$ cat config.mk
export PLATFORM = sky130hd
export DESIGN_NAME = mc_main_ctrl_flat
export DESIGN_NICKNAME = d
export VERILOG_FILES = /design/src/rtl/mc_ctrl_if.sv /design/src/rtl/mc_main_ctrl.sv /design/src/flat_wrapper.sv
export SDC_FILE = /design/constraint.sdc
export NUM_CORES = 1
export LEC_CHECK = 0
export CAP_MARGIN = 20
export CORE_MARGIN = 2
export CORE_UTILIZATION = 40
export CTS_CLUSTER_SIZE = 20
export DETAILED_ROUTE_END_ITERATION = 7
export GPL_TIMING_DRIVEN = 0
export MAX_ROUTING_LAYER = met4
export PLACE_DENSITY = 0.78
export SETUP_SLACK_MARGIN = 0.3
export SLEW_MARGIN = 20
export SYNTH_ARGS = -nofsm -noshare
export SYNTH_HDL_FRONTEND = slang
export SYNTH_SLANG_ARGS = --single-unit
$ cat constraint.sdc
create_clock -name clk -period 5.1 [get_ports clk]
set_input_delay 1.53 -clock clk [delete_from_list [all_inputs] [get_ports clk]]
set_output_delay 1.53 -clock clk [all_outputs]
set_load 0.05 [all_outputs]
$ cat src/rtl/mc_ctrl_if.sv
// Controller <-> datapath/memory bundle for the multicycle MIPS main controller.
// master = controller (drives enables/selects), slave = datapath + memory side.
interface mc_ctrl_if;
  logic [5:0] op;
  logic [5:0] funct;
  logic       zero;
  logic       mem_ready;
  logic       mem_req;
  logic       mem_write;
  logic       iord;
  logic       ir_write;
  logic       pc_write;
  logic [1:0] pc_src;
  logic       alu_src_a;
  logic [1:0] alu_src_b;
  logic [2:0] alu_ctrl;
  logic       reg_write;
  logic       reg_dst;
  logic       mem_to_reg;
  logic       error;
  logic [3:0] state;

  modport master (
    input  op, funct, zero, mem_ready,
    output mem_req, mem_write, iord, ir_write, pc_write, pc_src,
           alu_src_a, alu_src_b, alu_ctrl, reg_write, reg_dst,
           mem_to_reg, error, state
  );

  modport slave (
    output op, funct, zero, mem_ready,
    input  mem_req, mem_write, iord, ir_write, pc_write, pc_src,
           alu_src_a, alu_src_b, alu_ctrl, reg_write, reg_dst,
           mem_to_reg, error, state
  );
endinterface

$ cat src/rtl/mc_main_ctrl.sv
// Multicycle MIPS main control FSM with a memory-wait watchdog.
// Optional: define BNE_EN to decode op 000101 into the BNE branch state.
module mc_main_ctrl #(
  parameter int unsigned MEM_WAIT_MAX = 16
) (
  input  logic      clk,
  input  logic      rst_n,
  mc_ctrl_if.master bus
);

  localparam int unsigned CNT_W = (MEM_WAIT_MAX < 2) ? 1 : $clog2(MEM_WAIT_MAX);

  localparam logic [5:0] OP_RTYPE = 6'b000000;
  localparam logic [5:0] OP_LW    = 6'b100011;
  localparam logic [5:0] OP_SW    = 6'b101011;
  localparam logic [5:0] OP_BEQ   = 6'b000100;
  localparam logic [5:0] OP_ADDI  = 6'b001000;
  localparam logic [5:0] OP_J     = 6'b000010;
`ifdef BNE_EN
  localparam logic [5:0] OP_BNE   = 6'b000101;
`endif

  localparam logic [2:0] ALU_AND = 3'b000;
  localparam logic [2:0] ALU_OR  = 3'b001;
  localparam logic [2:0] ALU_ADD = 3'b010;
  localparam logic [2:0] ALU_NOR = 3'b011;
  localparam logic [2:0] ALU_SLL = 3'b100;
  localparam logic [2:0] ALU_SRL = 3'b101;
  localparam logic [2:0] ALU_SUB = 3'b110;
  localparam logic [2:0] ALU_SLT = 3'b111;

  typedef enum logic [3:0] {
    S_FETCH  = 4'd0,
    S_DECODE = 4'd1,
    S_MEMADR = 4'd2,
    S_MEMRD  = 4'd3,
    S_MEMWB  = 4'd4,
    S_MEMWR  = 4'd5,
    S_REX    = 4'd6,
    S_RWB    = 4'd7,
    S_BEQ    = 4'd8,
    S_ADDIEX = 4'd9,
    S_ADDIWB = 4'd10,
    S_JEX    = 4'd11,
    S_BNE    = 4'd12,
    S_ERROR  = 4'd15
  } state_t;

  state_t           state_q, state_d;
  logic [CNT_W-1:0] wait_q, wait_d;
  logic             in_wait;
  logic             wait_hit;
  logic [2:0]       rex_alu;
  logic             rex_ok;

  always_ff @(posedge clk or negedge rst_n) begin
    if (!rst_n) begin
      state_q <= S_FETCH;
      wait_q  <= '0;
    end else begin
      state_q <= state_d;
      wait_q  <= wait_d;
    end
  end

  // R-type function decode; unknown funct falls back to ADD and flags a fault
  always_comb begin
    rex_alu = ALU_ADD;
    rex_ok  = 1'b1;
    case (bus.funct)
      6'b100100: rex_alu = ALU_AND;
      6'b100101: rex_alu = ALU_OR;
      6'b100000: rex_alu = ALU_ADD;
      6'b100111: rex_alu = ALU_NOR;
      6'b100010: rex_alu = ALU_SUB;
      6'b000000: rex_alu = ALU_SLL;
      6'b000010: rex_alu = ALU_SRL;
      6'b101010: rex_alu = ALU_SLT;
      default:   rex_ok  = 1'b0;
    endcase
  end

  // Watchdog: the MEM_WAIT_MAX-th consecutive stalled cycle forces ERROR; mem_ready wins
  assign in_wait  = (state_q == S_FETCH) || (state_q == S_MEMRD) || (state_q == S_MEMWR);
  assign wait_hit = (wait_q == CNT_W'(MEM_WAIT_MAX - 1));
  assign wait_d   = (in_wait && !bus.mem_ready && !wait_hit) ? wait_q + CNT_W'(1) : '0;

  assign bus.state = state_q;

  // Next state and Moore outputs; everything is held inactive while reset is asserted
  always_comb begin
    state_d        = state_q;
    bus.mem_req    = 1'b0;
    bus.mem_write  = 1'b0;
    bus.iord       = 1'b0;
    bus.ir_write   = 1'b0;
    bus.pc_write   = 1'b0;
    bus.pc_src     = 2'b00;
    bus.alu_src_a  = 1'b0;
    bus.alu_src_b  = 2'b00;
    bus.alu_ctrl   = ALU_AND;
    bus.reg_write  = 1'b0;
    bus.reg_dst    = 1'b0;
    bus.mem_to_reg = 1'b0;
    bus.error      = 1'b0;
    if (rst_n) begin
      case (state_q)
        S_FETCH: begin
          bus.mem_req   = 1'b1;
          bus.alu_src_b = 2'b01;
          bus.alu_ctrl  = ALU_ADD;
          if (bus.mem_ready) begin
            bus.ir_write = 1'b1;
            bus.pc_write = 1'b1;
            state_d      = S_DECODE;
          end else if (wait_hit) begin
            state_d = S_ERROR;
          end
        end
        S_DECODE: begin
          bus.alu_src_b = 2'b11;
          bus.alu_ctrl  = ALU_ADD;
          case (bus.op)
            OP_RTYPE:     state_d = S_REX;
            OP_LW, OP_SW: state_d = S_MEMADR;
            OP_BEQ:       state_d = S_BEQ;
            OP_ADDI:      state_d = S_ADDIEX;
            OP_J:         state_d = S_JEX;
`ifdef BNE_EN
            OP_BNE:       state_d = S_BNE;
`endif
            default:      state_d = S_ERROR;
          endcase
        end
        S_MEMADR: begin
          bus.alu_src_a = 1'b1;
          bus.alu_src_b = 2'b10;
          bus.alu_ctrl  = ALU_ADD;
          if (bus.op == OP_LW)      state_d = S_MEMRD;
          else if (bus.op == OP_SW) state_d = S_MEMWR;
          else                      state_d = S_ERROR;
        end
        S_MEMRD: begin
          bus.mem_req = 1'b1;
          bus.iord    = 1'b1;
          if (bus.mem_ready) state_d = S_MEMWB;
          else if (wait_hit) state_d = S_ERROR;
        end
        S_MEMWB: begin
          bus.reg_write  = 1'b1;
          bus.mem_to_reg = 1'b1;
          state_d        = S_FETCH;
        end
        S_MEMWR: begin
          bus.mem_req   = 1'b1;
          bus.mem_write = 1'b1;
          bus.iord      = 1'b1;
          if (bus.mem_ready) state_d = S_FETCH;
          else if (wait_hit) state_d = S_ERROR;
        end
        S_REX: begin
          bus.alu_src_a = 1'b1;
          bus.alu_ctrl  = rex_alu;
          state_d       = rex_ok ? S_RWB : S_ERROR;
        end
        S_RWB: begin
          bus.reg_write = 1'b1;
          bus.reg_dst   = 1'b1;
          state_d       = S_FETCH;
        end
        S_BEQ: begin
          bus.alu_src_a = 1'b1;
          bus.alu_ctrl  = ALU_SUB;
          bus.pc_src    = 2'b01;
          bus.pc_write  = bus.zero;
          state_d       = S_FETCH;
        end
`ifdef BNE_EN
        S_BNE: begin
          bus.alu_src_a = 1'b1;
          bus.alu_ctrl  = ALU_SUB;
          bus.pc_src    = 2'b01;
          bus.pc_write  = ~bus.zero;
          state_d       = S_FETCH;
        end
`endif
        S_ADDIEX: begin
          bus.alu_src_a = 1'b1;
          bus.alu_src_b = 2'b10;
          bus.alu_ctrl  = ALU_ADD;
          state_d       = S_ADDIWB;
        end
        S_ADDIWB: begin
          bus.reg_write = 1'b1;
          state_d       = S_FETCH;
        end
        S_JEX: begin
          bus.pc_src   = 2'b10;
          bus.pc_write = 1'b1;
          state_d      = S_FETCH;
        end
        S_ERROR: begin
          bus.error = 1'b1;
        end
        default: state_d = S_ERROR;
      endcase
    end
  end

endmodule

$ cat src/flat_wrapper.sv
// flat-port wrapper written by rule: the top's interface ports become plain ports
module mc_main_ctrl_flat 
#(
  parameter int unsigned MEM_WAIT_MAX = 16
)
  (clk, rst_n, bus_op, bus_funct, bus_zero, bus_mem_ready, bus_mem_req, bus_mem_write, bus_iord, bus_ir_write, bus_pc_write, bus_pc_src, bus_alu_src_a, bus_alu_src_b, bus_alu_ctrl, bus_reg_write, bus_reg_dst, bus_mem_to_reg, bus_error, bus_state);
  mc_ctrl_if bus_i ();
  input  logic clk;
  input  logic rst_n;
  input wire logic [$bits(bus_i.op)-1:0] bus_op;
  input wire logic [$bits(bus_i.funct)-1:0] bus_funct;
  input wire logic [$bits(bus_i.zero)-1:0] bus_zero;
  input wire logic [$bits(bus_i.mem_ready)-1:0] bus_mem_ready;
  output wire logic [$bits(bus_i.mem_req)-1:0] bus_mem_req;
  output wire logic [$bits(bus_i.mem_write)-1:0] bus_mem_write;
  output wire logic [$bits(bus_i.iord)-1:0] bus_iord;
  output wire logic [$bits(bus_i.ir_write)-1:0] bus_ir_write;
  output wire logic [$bits(bus_i.pc_write)-1:0] bus_pc_write;
  output wire logic [$bits(bus_i.pc_src)-1:0] bus_pc_src;
  output wire logic [$bits(bus_i.alu_src_a)-1:0] bus_alu_src_a;
  output wire logic [$bits(bus_i.alu_src_b)-1:0] bus_alu_src_b;
  output wire logic [$bits(bus_i.alu_ctrl)-1:0] bus_alu_ctrl;
  output wire logic [$bits(bus_i.reg_write)-1:0] bus_reg_write;
  output wire logic [$bits(bus_i.reg_dst)-1:0] bus_reg_dst;
  output wire logic [$bits(bus_i.mem_to_reg)-1:0] bus_mem_to_reg;
  output wire logic [$bits(bus_i.error)-1:0] bus_error;
  output wire logic [$bits(bus_i.state)-1:0] bus_state;
  assign bus_i.op = bus_op;
  assign bus_i.funct = bus_funct;
  assign bus_i.zero = bus_zero;
  assign bus_i.mem_ready = bus_mem_ready;
  assign bus_mem_req = bus_i.mem_req;
  assign bus_mem_write = bus_i.mem_write;
  assign bus_iord = bus_i.iord;
  assign bus_ir_write = bus_i.ir_write;
  assign bus_pc_write = bus_i.pc_write;
  assign bus_pc_src = bus_i.pc_src;
  assign bus_alu_src_a = bus_i.alu_src_a;
  assign bus_alu_src_b = bus_i.alu_src_b;
  assign bus_alu_ctrl = bus_i.alu_ctrl;
  assign bus_reg_write = bus_i.reg_write;
  assign bus_reg_dst = bus_i.reg_dst;
  assign bus_mem_to_reg = bus_i.mem_to_reg;
  assign bus_error = bus_i.error;
  assign bus_state = bus_i.state;
  mc_main_ctrl #(.MEM_WAIT_MAX(MEM_WAIT_MAX)) u_core (.clk(clk), .rst_n(rst_n), .bus(bus_i));
endmodule
# Word-level counts from Yosys, hierarchy flattened
# Cells that the tools add are included.
word_totals:
  in_bits: 16
  ff_bits: 8
  elab_cells: 87
  out_inout_bits: 21
op_classes:
  bitwise_logic: 1
  n_mux: 39
  add_sub_neg: 1
  n_eq_ne: 25
  reduce_logical: 19
op_table:
  columns: ["op", "count"]
  rows:
  - ["6-bit equality test, second input constant", 8]
  - ["4-bit case mux with 9 select lines", 1]
  - ["4-bit two-way mux", 8]
  - ["4-bit equality test, second input constant", 6]
  - ["1-bit two-way mux", 21]
  - ["3-bit case mux with 7 select lines", 1]
  - ["4-bit case mux with 5 select lines", 1]
  - ["4-bit by 3-bit equality test with 1-bit output, second input constant", 4]
  - ["6-bit by 2-bit equality test with 1-bit output, second input constant", 2]
  - ["6-bit zero test", 2]
  - ["3-bit case mux with 3 select lines", 1]
  - ["4-bit by 2-bit equality test with 1-bit output, second input constant", 2]
  - ["4-bit OR reduction", 2]
  - ["8-bit OR reduction", 1]
  - ["6-bit by 3-bit equality test with 1-bit output, second input constant", 1]
  - ["6-bit by 4-bit equality test with 1-bit output, second input constant", 1]
  - ["2-bit case mux with 3 select lines", 1]
  - ["2-bit OR reduction", 3]
  - ["3-bit OR reduction", 2]
  - ["5-bit OR reduction", 1]
  - ["4-bit by 1-bit adder with 4-bit output, second input constant", 1]
  - ["4-bit by 1-bit equality test with 1-bit output, second input constant", 1]
  - ["4-bit zero test", 1]
  - ["2-bit two-way mux", 2]
  - ["8 further kinds", 11]

# Longest topological paths before layout
# Gate-level depths: netlist (run 1).
depth:
  word_depth: 6
  ltp_mapped: 6

# Worst setup path after synthesis (run 1)
# OpenSTA, ideal clock, no wires.
synth_timing:
  path_type: "input -> output"
  startpoint: "input port rst_n"
  endpoint: "output port bus_mem_to_reg"
  t_arrival_ns: 3.101
  t_required_ns: 3.570
  path_slack_ns: 0.469
  n_path_buf: 0
  cell_stages: 2
  path_cell_list: "inv_1 > nor4_1"
synth_via:
  elab_chain_cells: 1
synth_lines:
  columns: ["element", "line", "text"]
  rows:
  - ["start, declared", "flat_wrapper.sv:9", "input logic rst_n;"]
  - ["1-bit two-way mux", "mc_main_ctrl.sv:106", "if (rst_n) begin"]
  - ["end, declared", "flat_wrapper.sv:25", "output wire logic [$bits(bus_i.mem_to_reg)-1:0] bus_mem_to_reg;"]
# Every way passes these cells.

# Worst setup path after layout (run 1)
layout_timing:
  startpoint: "input port bus_funct[5]"
  endpoint: "output port bus_alu_ctrl[1]"
layout_via:
  elab_chain_cells: 4
  word_cells_on_any_way: 10
layout_lines:
  columns: ["element", "line", "text"]
  rows:
  - ["start, declared", "flat_wrapper.sv:11", "input wire logic [$bits(bus_i.funct)-1:0] bus_funct;"]
  - ["6-bit equality test (tied with other cells)", "mc_main_ctrl.sv:70", "case (bus.funct)"]
  - ["3-bit case mux with 7 select lines *", "mc_main_ctrl.sv:70", null]
  - ["3-bit case mux with 3 select lines *", "mc_main_ctrl.sv:107", "case (state_q)"]
  - ["3-bit two-way mux *", "mc_main_ctrl.sv:106", null]
  - ["end, declared", "flat_wrapper.sv:22", "output wire logic [$bits(bus_i.alu_ctrl)-1:0] bus_alu_ctrl;"]
# Every way passes the cells marked *; elsewhere a longest branch is shown, timed or not.

==> results of run 1 <==
## final cells by class
type | instances | area share [%]
buffer | 8 | 2.441
clock buffer | 3 | 1.690
inverter | 3 | 0.8451
multi-input combinational | 117 | 51.36
sequential | 8 | 15.02
tap | 28 | 2.629
timing repair buffer | 35 | 26.01
## where the power goes
part	switching (µW)	internal, µW
clock	22.0	27.0
sequential	21.1	82.6
combinational	356	174
## worst reg2reg max path, delay by kind of cell (launching register included)
| kind | cells | cell delay, ps |
|---|---|---|
| AOI/OAI and AO/OA | 3 | 780 |
| buffers and inverters | 1 | 280 |
| DFF | 1 | 480 |
| and+or+nand+nor | 1 | 120 |
## worst max path at each step
stage	start	cells after the start	to
floorplan	rst_n	2	bus_mem_to_reg
global placement	rst_n	5	bus_error
global route	bus_funct[5]	7	bus_alu_ctrl[1]
detailed placement	rst_n	5	bus_error
finish	bus_funct[5]	7	bus_alu_ctrl[1]
CTS	rst_n	5	bus_error
## kinds of logic (layout without fill, tap and decap cells)
group / count (synthesis) / in the layout / share of synthesized area (%)
and+or+nand+nor: 76 / 76 / 41.64
AOI/OAI and AO/OA: 34 / 34 / 24.66
buffers and inverters: 11 / 49 / 4.717
DFF: 8 / 8 / 21.56
xor gates and xnor gates: 4 / 4 / 3.774
muxes: 2 / 2 / 2.291
adders and majority gates: 1 / 1 / 1.347
## registers in the layout, summed over array words and instances (netlist names)
name / cells
u_core.wait_q: 4
u_core.bus.state: 4
## what timing repair did
action | 4_1_cts | 5_1_grt
hold buffers | 0 | 0
resized for setup | 13 | 6
setup endpoints to repair | 17 | 5
pin swaps | 0 | 0
gates cloned | 0 | 0
setup buffers | 0 | 0
## Yosys cell counts
cell / number
nor2_1: 26
a21oi_1: 11
nand2_1: 9
nor3_1: 9
dfrtp_1: 8
nor2b_1: 6
o21ai_0: 6
and3_1: 5
clkbuf_1: 5
nand3_1: 5
nand2b_1: 4
inv_1: 3
nor4_1: 3
a211oi_1: 2
and2_1: 2
buf_2: 2
nor3b_1: 2
o211ai_1: 2
xnor2_1: 2
xor2_1: 2
a21boi_0: 1
a221oi_2: 1
a22o_1: 1
a311oi_1: 1
a31oi_1: 1
a41o_1: 1
buf_1: 1
ha_1: 1
mux2_2: 1
mux2i_1: 1
nand4b_1: 1
nor4b_1: 1
o2111ai_1: 1
o221ai_1: 1
o22ai_1: 1
o311ai_0: 1
o31ai_1: 1
o32ai_1: 1
o41ai_1: 1
or2b_1: 1
or3b_2: 1
or4_4: 1
## metal layers
| metal | vias up | track usage [%] | part of all wire, % |
|---|---|---|---|
| li1 | 573 | - | - |
| met1 | 554 | 29.98 | 44 |
| met2 | 59 | 37.13 | 49 |
| met3 | 2 | 5.143 | 6.0 |
| met4 | 0 | 3.846 | 0.39 |
| met5 | - | - | 0 |
## through the flow
stage	power, µW	area [µm²]	setup TNS (ps)	utilization (%)	worst slack, ps
floorplan	480.2	928.4	0	-	469.3
global placement	635.7	1314	-3155	59.39	-268.9
detailed placement	637.6	1314	-2775	59.39	-255.3
CTS	680.0	1328	0	60.01	204.8
global route	729.8	1333	0	60.24	303.6
finish	682.3	1333	0	60.24	402.5
## cells in the final DEF (no fill, tap or decap), drive strengths merged, types with 4 or more instances in the layout
cell type / n
a21oi: 11
and3: 5
clkbuf: 9
clkdlybuf4s50: 21
dfrtp: 8
dlygate4sd2: 8
dlymetal6s2s: 4
nand2: 9
nand2b: 4
nand3: 5
nor2: 26
nor2b: 6
nor3: 9
o21ai: 6
==> impl_metrics.py, run 1 <==
metrics = {
    "sta": {
        "finClkSkew_ps": 1.507,
        "drv_slew": 0,
        "hold_slack_ps": 461.3,
        "relSlewSlack_pct": 66.39,
        "rsz0062_at_grt": "no",
        "period_share_pct": 92.11,
        "setup_viol": 0,
        "period_minus_slack_ps": 4698,
        "worst_pin_slew_ps": 502.6,
        "clock.fmax_mhz": 212.9,
        "hold_viol": 0,
    },
    "die": {
        "rows": 17,
        "die_h_um": 52.18,
        "initial_core_util_pct": 41.97,
        "coreArea_mm2": 0.002212,
        "ios": 37,
        "die_area_mm2": 0.002722,
        "die_x_um": 52.18,
    },
    "synthesis": {
        "synth_top_cell_area_share_pct": 21.56,
        "syn_inst": 136,
        "syn-num-nets": 153,
        "syn_area_um2": 928.4,
        "syn_avg_cell_area_um2": 6.826,
        "ys_types": 42,
        "synthTopCellsByArea": "dfrtp_1, nor2_1, a21oi_1, nor3_1, nor2b_1",
        "seq_area_frac_synth_pct": 21.56,
        "yosysTopAreaCell": "dfrtp_1",
        "synth-seq-cells": 8,
        "yosys_warnings": 0,
    },
    "final_layout": {
        "nets": 193,
        "seqCellArea_um2": 200.2,
        "drive_above_1_share_pct": 6.322,
        "multiInputGateArea_um2": 684.4,
        "syn_to_final_growth_pct": 43.53,
        "diodes": 0,
        "instances_no_fill": 202,
        "fillCellCount": 228,
    },
    "placed_design": {
        "dp_cells": 199,
        "io_buffers": 35,
        "gp_congestion": 0.8931,
        "place_hpwl_mm": 2.146,
    },
    "grt": {
        "overflow": 0,
        "track_usage_pct": 22.95,
        "grt_start_max_net_pins": 16,
        "antenna_found_initial": 0,
        "grt_pass1_vias": 1155,
        "grt_pass1_wl_mm": 4.781,
    },
    "critical_path": {
        "crit_type": "in -> out",
        "r2r_slack_ps": 3290,
        "worstSetupStartpointType": "input pin",
        "r2r_cells": 5,
        "crit_buf_inv": 2,
        "critPathMaxStageDelay_ps": 540,
        "rr_startpoint": "u_core.bus.state[2]",
        "worst_ep_arrival_time_ps": 3170,
        "critPathCaptureType": "primary output",
        "slowest_stage": "dlygate4sd2_1",
        "critPathMaxFanout": 6,
        "cp_top_family": "buffers and inverters",
        "cp_cell_sequence": "clkdlybuf4s50_1, nand2_1, nor2_1, nor2_1, o31ai_1, a21oi_1, dlygate4sd2_1",
        "reg2reg_to": "u_core.bus.state[1]",
        "crit_required_ps": 3570,
        "crit_top_cell": "nor2_1",
    },
    "clock_tree": {
        "clk_transition_reported_paths_ps": 50,
        "clockBufferDepth": 2,
        "htreeDepth": 1,
        "cts_tree": "built",
        "clock-sinks": 8,
        "numCtsBuffers": 3,
        "ctsRootBufferMaster": "clkbuf_4",
        "clk_latency_ps": 250,
    },
    "worst_hold_path": {
        "hold_path.class": "reg -> reg",
        "holdPathEnd": "u_core.wait_q[0]",
        "min_from": "u_core.wait_q[0]",
        "hold_depth": 1,
    },
    "detailed_routing": {
        "vias": 1188,
        "wire_per_inst_um": 13.89,
        "detail-route-antenna-nets": 0,
        "avgViaCountPerCell": 5.881,
        "drt_first_pass_iters": 4,
        "routed_wl_mm": 2.806,
        "drt_iter0_markers": 42,
        "drc": 0,
    },
    "run_status": {
        "outcome": "finished, final reports clean",
    },
    "power_and_ir_drop": {
        "p_leak_uw": 0.0006113,
        "pwr_density_cell_mw_per_mm2": 512.0,
        "ir_worst_vdd_mv": 0.2723,
    },
    "flow_run": {
        "maxCapViolations": 0,
    },
}
(Power assumes the default switching activity.)
==> run 2: changes to the inputs <==
--- a/config.mk
+++ b/config.mk
@@ -13,7 +13,9 @@
 export GPL_TIMING_DRIVEN = 0
 export MAX_ROUTING_LAYER = met4
 export PLACE_DENSITY = 0.78
+export RECOVER_POWER = 25
 export SETUP_SLACK_MARGIN = 0.3
+export SKIP_LAST_GASP = 1
 export SLEW_MARGIN = 20
 export SYNTH_ARGS = -nofsm -noshare
 export SYNTH_HDL_FRONTEND = slang
==> run 2 against run 1 <==
  * Fmax barely moved
  * Sequential power barely moved
  * Worst hold slack barely moved
  * Largest power group unchanged
  * Power barely moved
  * First-iteration DRC count did not move
  * Design area barely moved
  * Non-clock buffer count did not move
  * Clock skew did not move
  * Critical endpoint unchanged
  * Count of clock-buffer cells in the layout did not move
  * Via count rose by 0.76%
  * Combinational power barely moved
  * Largest cell class unchanged
  * Sequential share of layout area barely moved
==> impl_metrics.py, run 2 (synthesis gave the netlist of run 1 again) <==
metrics = {
    "run_status": {
        "outcome": "finished, final reports clean",
    },
    "critical_path": {
        "worst_ep_arrival_time_ps": 3170,
        "crit_required_ps": 3570,
        "cp_cell_sequence": "clkdlybuf4s50_1, nand2_1, nor2_1, nor2_1, o31ai_1, a21oi_1, dlygate4sd2_1",
        "startpoint": "bus_funct[5]",
        "critPathMaxStageDelay_ps": 540,
        "r2r_cells": 5,
        "critPathCaptureType": "primary output",
        "slowest_stage": "dlygate4sd2_1",
        "crit_top_cell": "nor2_1",
        "rr_startpoint": "u_core.bus.state[2]",
        "critPathMaxFanout": 6,
        "path_depth": 7,
        "r2r_slack_ps": 3280,
        "endpoint": "bus_alu_ctrl[1]",
        "worstSetupStartpointType": "input pin",
        "crit_type": "in -> out",
        "crit_buf_inv": 2,
        "reg2reg_to": "u_core.bus.state[1]",
        "cp_top_family": "buffers and inverters",
    },
    "final_layout": {
        "final_cell_area_mm2": 0.001331,
        "layout_common_cells": "nor2_1, clkdlybuf4s50_1, a21oi_1",
        "diodes": 0,
        "syn_to_final_growth_pct": 43.40,
        "postLayoutCoreUtil_pct": 60.18,
        "drive_above_1_share_pct": 5.747,
        "nets": 193,
        "final_common_cell": "nor2_1",
        "fillCellCount": 229,
    },
    "sta": {
        "setup_viol": 0,
        "hold_viol": 0,
        "relSlewSlack_pct": 66.39,
        "worst_pin_slew_ps": 502.6,
        "tns_ps": 0,
        "rsz0062_at_grt": "no",
        "finalWorstSetupSlack_ps": 402.6,
        "drv_slew": 0,
        "period_share_pct": 92.11,
        "period_minus_slack_ps": 4697,
        "clock.fmax_mhz": 212.9,
        "finClkSkew_ps": 1.507,
    },
    "power_and_ir_drop": {
        "switching_power_uw": 399.7,
        "combPwrFrac_pct": 77.6,
        "seq_power_share_pct": 15.2,
        "pwr_density_cell_mw_per_mm2": 512.9,
        "p_leak_uw": 0.0006085,
        "ir_worst_vdd_mv": 0.2723,
        "internal-power_uw": 283.2,
        "p_sw_share_pct": 58.53,
        "clock_power_share_pct": 7.2,
    },
    "detailed_routing": {
        "drt_first_pass_iters": 4,
        "drt_iter0_markers": 42,
        "vias": 1197,
        "wire_per_inst_um": 13.94,
        "detail-route-antenna-nets": 0,
        "drc": 0,
        "routed_wl_mm": 2.815,
        "avgViaCountPerCell": 5.926,
    },
    "clock_tree": {
        "clock-sinks": 8,
        "numCtsBuffers": 3,
        "post_cts_buffers": 0,
        "htreeDepth": 1,
        "ctsRootBufferMaster": "clkbuf_4",
        "cts_hold_buf": 0,
        "clk_transition_reported_paths_ps": 50,
        "cts_tree": "built",
        "clockBufferDepth": 2,
        "ctsResizeCount": 13,
        "clk_latency_ps": 250,
    },
    "placed_design": {
        "place_hpwl_mm": 2.146,
        "gp_congestion": 0.8931,
        "place_ws_ps": -255.3,
        "placed_cell_area_mm2": 0.001314,
        "io_buffers": 35,
    },
    "die": {
        "ios": 37,
        "coreArea_mm2": 0.002212,
        "initial_core_util_pct": 41.97,
        "rows": 17,
        "die_h_um": 52.18,
        "die_x_um": 52.18,
        "die_area_mm2": 0.002722,
    },
    "grt": {
        "overflow": 0,
        "antenna_found_initial": 0,
        "grt_pass1_vias": 1155,
        "track_usage_pct": 22.95,
        "grt_start_max_net_pins": 16,
        "grt_pass1_wl_mm": 4.781,
    },
    "worst_hold_path": {
        "hold_path.class": "reg -> reg",
    },
    "flow_run": {
        "maxCapViolations": 0,
    },
}
## run 2: per-stage QoR
step / hold WS (ps) / cells / power (µW)
floorplan: 429.5 / 136 / 480.2
global placement: 444.8 / 199 / 635.7
detailed placement: 455.6 / 199 / 637.6
CTS: 462.9 / 202 / 680.0
global route: 476.4 / 202 / 729.7
finish: 461.4 / 202 / 682.8
## run 2: power groups by stage
stage | Clock, µW | Combinational, µW | Sequential [µW]
floorplan | 0 | 325 | 155
global placement | 0 | 532 | 104
detailed placement | 0 | 533 | 105
CTS | 50.7 | 526 | 103
global route | 55.8 | 567 | 107
finish | 48.9 | 530 | 104
## run 2: final cells by class
class	instances	area, µm²	share of cell area [%]
plain buffers	8	31.28	2.350
well taps	28	35.03	2.632
repair buffers	35	346.6	26.03
clock buffers	3	22.52	1.692
inverters	3	11.26	0.8459
multi-input cells	117	684.4	51.41
flip-flops and latches	8	200.2	15.04
## run 2: how the worst min path moves through the flow
stage / from / endpoint / slack (ps) / cells past startpoint
2_1_floorplan: u_core.wait_q[0] / u_core.wait_q[0] / 430 / 1
3_3_place_gp: u_core.wait_q[0] / u_core.wait_q[0] / 440 / 1
3_5_place_dp: u_core.wait_q[0] / u_core.wait_q[0] / 460 / 1
4_1_cts: u_core.wait_q[0] / u_core.wait_q[0] / 460 / 1
5_1_grt: u_core.wait_q[0] / u_core.wait_q[0] / 480 / 1
6_report: u_core.wait_q[0] / u_core.wait_q[0] / 460 / 1
## run 2: metal layers
layer	share of wire, %	up-vias	GRT usage [%]
met4	0.82	0	3.846
met3	7.1	5	5.143
li1	-	571	-
met5	0	-	-
met1	43	553	29.98
met2	49	68	37.13
